### src/rtl/spram_arbiter.sv
// spram_arbiter: request/acknowledge front end for a single spram instance.
// Serialises a CPU port and a host/loader port onto the RAM's address/data/wren
// and returns the RAM's registered read data with a one-cycle ack pulse.
// Optional feature macro: SPRAM_ARB_HOST_EN. When defined, both ports are
// arbitrated round-robin. When undefined, only the CPU port is served and the
// host outputs are tied low.
module spram_arbiter #(
  parameter int widthad_a = 15,
  parameter int width_a   = 8
) (
  input  logic                 clock,
  input  logic                 reset,
  input  logic                 cpu_req,
  input  logic                 cpu_we,
  input  logic [widthad_a-1:0] cpu_addr,
  input  logic [width_a-1:0]   cpu_wdata,
  output logic                 cpu_ack,
  output logic [width_a-1:0]   cpu_rdata,
  input  logic                 host_req,
  input  logic                 host_we,
  input  logic [widthad_a-1:0] host_addr,
  input  logic [width_a-1:0]   host_wdata,
  output logic                 host_ack,
  output logic [width_a-1:0]   host_rdata,
  output logic [widthad_a-1:0] ram_address,
  output logic [width_a-1:0]   ram_data,
  output logic                 ram_wren,
  input  logic [width_a-1:0]   ram_q
);

  typedef enum logic [1:0] {
    IDLE   = 2'd0,
    ACCESS = 2'd1,
    DONE   = 2'd2
  } state_t;

  state_t               state;
  logic                 op_write;   // op of the access currently in flight
  logic                 cpu_elig;
  logic                 any_elig;
  logic                 win_we;
  logic [widthad_a-1:0] win_addr;
  logic [width_a-1:0]   win_wdata;

  // A port is masked during its own ack cycle, so a requester that has not
  // yet reacted to ack cannot have its old request issued a second time.
  assign cpu_elig = cpu_req & ~cpu_ack;

`ifdef SPRAM_ARB_HOST_EN
  logic host_elig;
  logic pick_host;    // winner of this cycle's IDLE evaluation
  logic owner_host;   // port that owns the access in flight
  logic last_host;    // port granted most recently (round-robin pointer)

  assign host_elig = host_req & ~host_ack;
  // Single eligible port wins; on a tie the port not granted last wins.
  assign pick_host = host_elig & (~cpu_elig | ~last_host);
  assign any_elig  = cpu_elig | host_elig;
  assign win_we    = pick_host ? host_we    : cpu_we;
  assign win_addr  = pick_host ? host_addr  : cpu_addr;
  assign win_wdata = pick_host ? host_wdata : cpu_wdata;
`else
  logic unused_host;

  assign unused_host = ^{host_req, host_we, host_addr, host_wdata};
  assign any_elig    = cpu_elig;
  assign win_we      = cpu_we;
  assign win_addr    = cpu_addr;
  assign win_wdata   = cpu_wdata;
  assign host_ack    = 1'b0;
  assign host_rdata  = '0;
`endif

  // Sequencer: IDLE grants and registers the RAM request, ACCESS lets the RAM
  // act on it at the closing edge, DONE hands ack and read data to the owner.
  always_ff @(posedge clock or posedge reset) begin
    if (reset) begin
      state       <= IDLE;
      ram_wren    <= 1'b0;
      ram_address <= '0;
      ram_data    <= '0;
      op_write    <= 1'b0;
      cpu_ack     <= 1'b0;
      cpu_rdata   <= '0;
`ifdef SPRAM_ARB_HOST_EN
      host_ack    <= 1'b0;
      host_rdata  <= '0;
      owner_host  <= 1'b0;
      last_host   <= 1'b1;
`endif
    end else begin
      cpu_ack <= 1'b0;
`ifdef SPRAM_ARB_HOST_EN
      host_ack <= 1'b0;
`endif
      case (state)
        IDLE: begin
          ram_wren <= 1'b0;
          if (any_elig) begin
            ram_address <= win_addr;
            ram_data    <= win_wdata;
            ram_wren    <= win_we;
            op_write    <= win_we;
`ifdef SPRAM_ARB_HOST_EN
            owner_host  <= pick_host;
            last_host   <= pick_host;
`endif
            state       <= ACCESS;
          end
        end
        ACCESS: begin
          // The RAM performs the op at the end of this cycle; address holds.
          ram_wren <= 1'b0;
          state    <= DONE;
        end
        DONE: begin
          // ram_q is only meaningful after a read; writes leave rdata alone.
`ifdef SPRAM_ARB_HOST_EN
          host_ack <= owner_host;
          cpu_ack  <= ~owner_host;
          if (!op_write && owner_host) begin
            host_rdata <= ram_q;
          end
          if (!op_write && !owner_host) begin
            cpu_rdata <= ram_q;
          end
`else
          cpu_ack <= 1'b1;
          if (!op_write) begin
            cpu_rdata <= ram_q;
          end
`endif
          state <= IDLE;
        end
        default: begin
          ram_wren <= 1'b0;
          state    <= IDLE;
        end
      endcase
    end
  end

endmodule

### config.mk
export PLATFORM = sky130hd
export DESIGN_NAME = spram_arbiter
export DESIGN_NICKNAME = d
export VERILOG_FILES = /design/src/rtl/spram_arbiter.sv
export SDC_FILE = /design/constraint.sdc
export NUM_CORES = 1
export LEC_CHECK = 0
export CORE_UTILIZATION = 34
export CTS_CLUSTER_DIAMETER = 120
export CTS_CLUSTER_SIZE = 14
export DETAILED_ROUTE_END_ITERATION = 8
export GPL_TIMING_DRIVEN = 0
export PLACE_DENSITY = 0.79
export SLEW_MARGIN = 20
export SYNTH_ARGS = -nofsm -noshare
export SYNTH_HDL_FRONTEND = slang
export SYNTH_SLANG_ARGS = --single-unit
### constraint.sdc
create_clock -name clock -period 2.05 [get_ports clock]
set_input_delay 0.5125 -clock clock [delete_from_list [all_inputs] [get_ports clock]]
set_output_delay 0.5125 -clock clock [all_outputs]
set_load 0.03 [all_outputs]
==> impl_metrics.toml <==
[critical_path]
critical_path_arrival_ns = 2.10
startpoint = "cpu_req"
critPathMaxFanout = 10
start_kind = "input port"
timing.reg2reg.setup_slack_ns = 0.32
rr_worst_depth = 3
worstReg2RegStart = "state[0]$_DFFE_PP0P_"
critPathRequiredTime_ns = 2.21
endpoint = "ram_data[4]$_DFFE_PP0P_"
critPathKind = "input port to register"
end_kind = "register"
r2r-end = "ram_data[4]$_DFFE_PP0P_"

[synth]
avgSynthCellArea_sq_um = 16.2
netlist_top_cells_area = "dfrtp_1, mux2_2, buf_4"
synth_area_sq_um = 1430
synth.distinct_cells = 13
netlist_instances = 88
ys_seq_area_share_pct = 63.0
synth_warnings = 0
ys_ff_latch = 36
synth_top_area_share_pct = 63.0
synth_area_leader_cell = "dfrtp_1"

[sta]
slew_headroom_pct = 52.0
hold_viol = 0
worst_slack_ns = 0.108
finalMaxSlewViolations = 0
min_period_ns = 1.94
rsz0062_at_grt = "false"
fin_hold_ws_ns = 0.510
fin_skew_ns = 0.00487
setup_viol_count_final = 0
worst_slew_pin_slew_ns = 0.719
max_freq_ghz = 0.515
period_share_pct = 94.7

[placement]
post-dp-hpwl_um = 2340
io_buffers = 67
place.gp.congestion = 0.602
postPlaceCellArea_sq_um = 2190
dp.cells = 213
dpl_worst_slack_ns = -0.209

[grt]
antenna_found_initial = 0
grt_max_degree = 37
grt_overflow = 0
grt_pass1_wl_um = 4510
grt_util_met2_pct = 25.3
grt.busiest_layer = "met2"
grt_pass1_vias = 969
gr-usage-met3_pct = 5.48
use_met1_pct = 15.5
grt_usage_pct = 14.3

[drt]
antenna_left = 0
drc = 0
wl_per_cell_um = 13.6
vias = 971
first_pass_iters = 4
viasPerCell = 4.41
drt_iter0_markers = 9
routed_wl_um = 2990

[clock_network]
postCtsResizedCells = 0
cts_buffers = 5
tritoncts = "yes"
cts_sinks = 36
clockRootBuffer = "clkbuf_8"
cts_max_path_buffers = 2
clkTransAtPathRegs_ns = 0.07
clk_latency_ns = 0.28
cts_setup_buffers = 0
cts_hold_buf = 0
htree_levels = 2

[floorplan]
rows = 23
die_area_sq_um = 4470
die_x_um = 66.8
die_h_um = 66.8
ios = 102
core_region_area_sq_um = 4030
start_util_pct = 35.5

[hold_path]
hold_class = "register to register"

[flow_run]
maxCapViolCount = 0

[pwr]
total_leakage_power_nw = 0.979
powerDensity_nw_per_um2 = 1720
vdd_drop_max_mv = 0.796

[final_layout]
final_common_cell = "clkdlybuf4s50_1"
drive_gt1_share_pct = 31.2
mostFrequentLayoutCells = "clkdlybuf4s50_1, dfrtp_1, mux2_2"
diodes = 0
nets = 230
final_area_sq_um = 2290
syn_to_final_growth_pct = 60.2
multi_input_area_sq_um = 464
nFillCells = 319
seqCellArea_sq_um = 901
final_cells = 220

[run_status]
status = "finished clean"
## cells in the mapped netlist (all sizes together)
| master | number |
|---|---|
| dfrtp | 36 |
| mux2 | 32 |
| buf | 11 |
| a21oi | 1 |
| and2b | 1 |
| conb | 1 |
| inv | 1 |
| nand2 | 1 |
| nand4bb | 1 |
| nor2b | 1 |
| nor3b | 1 |
| nor4b | 1 |
## registers in the layout (all words and copies together) (netlist names)
register	count
cpu_ack	1
cpu_rdata	8
op_write	1
ram_address	15
ram_data	8
ram_wren	1
state	2
## cells by family (layout without fill, tap and decap cells)
group	count (synthesis)	count (layout)	share of synthesized area, %
muxes	32	32	25.2
and+or+nand+nor	6	6	4.55
AOI/OAI and AO/OA	1	1	0.350
buffers and inverters	12	86	6.57
other	1	9	0.262
DFF	36	36	63.0
## worst max-delay path: stages
cell             delay [ns]
clkdlybuf4s50_1        0.50
nor4b_4                0.51
buf_6                  0.23
mux2_2                 0.35
## report_power, final
group | total, mW | switching [mW] | internal [mW]
registers | 1.29 | 0.218 | 1.07
logic | 2.13 | 1.07 | 1.05
clock network | 0.525 | 0.226 | 0.299
total | 3.94 | 1.52 | 2.42
## how the worst min path moves through the flow
stage          depth (start not counted)  slack (ns)                    endpoint                  startpoint
2_1_floorplan                          1        0.50        op_write$_DFFE_PP0P_        op_write$_DFFE_PP0P_
3_3_place_gp                           1        0.49    cpu_rdata[4]$_DFFE_PP0P_    cpu_rdata[4]$_DFFE_PP0P_
3_5_place_dp                           1        0.50  ram_address[0]$_DFFE_PP0P_  ram_address[0]$_DFFE_PP0P_
4_1_cts                                1        0.51    cpu_rdata[2]$_DFFE_PP0P_    cpu_rdata[2]$_DFFE_PP0P_
5_1_grt                                1        0.53    cpu_rdata[2]$_DFFE_PP0P_    cpu_rdata[2]$_DFFE_PP0P_
6_report                               1        0.51    cpu_rdata[2]$_DFFE_PP0P_    cpu_rdata[2]$_DFFE_PP0P_
## through the flow
step                TNS [ns]  util [%]  power, mW
CTS                        0      56.8       3.99
detailed placement     -3.74      54.4       3.46
global route               0      56.8       4.15
finish                     0      56.8       3.94
global placement       -2.47      54.4       3.37
floorplan                  0         -       2.58
## layout make-up
type,instances,share of cell area (%)
sequential,36,39.4
multi-input combinational,48,20.3
buffer,11,3.94
timing repair buffer,67,29.3
inverter,1,0.164
tap,50,2.73
clock buffer,7,4.21
## routing by layer
layer / up-vias / part of all wire, %
li1: 448 / -
met1: 487 / 38
met2: 31 / 56
met3: 5 / 4.1
met4: 0 / 1.6
met5: - / 0
(Power assumes the default switching activity.)
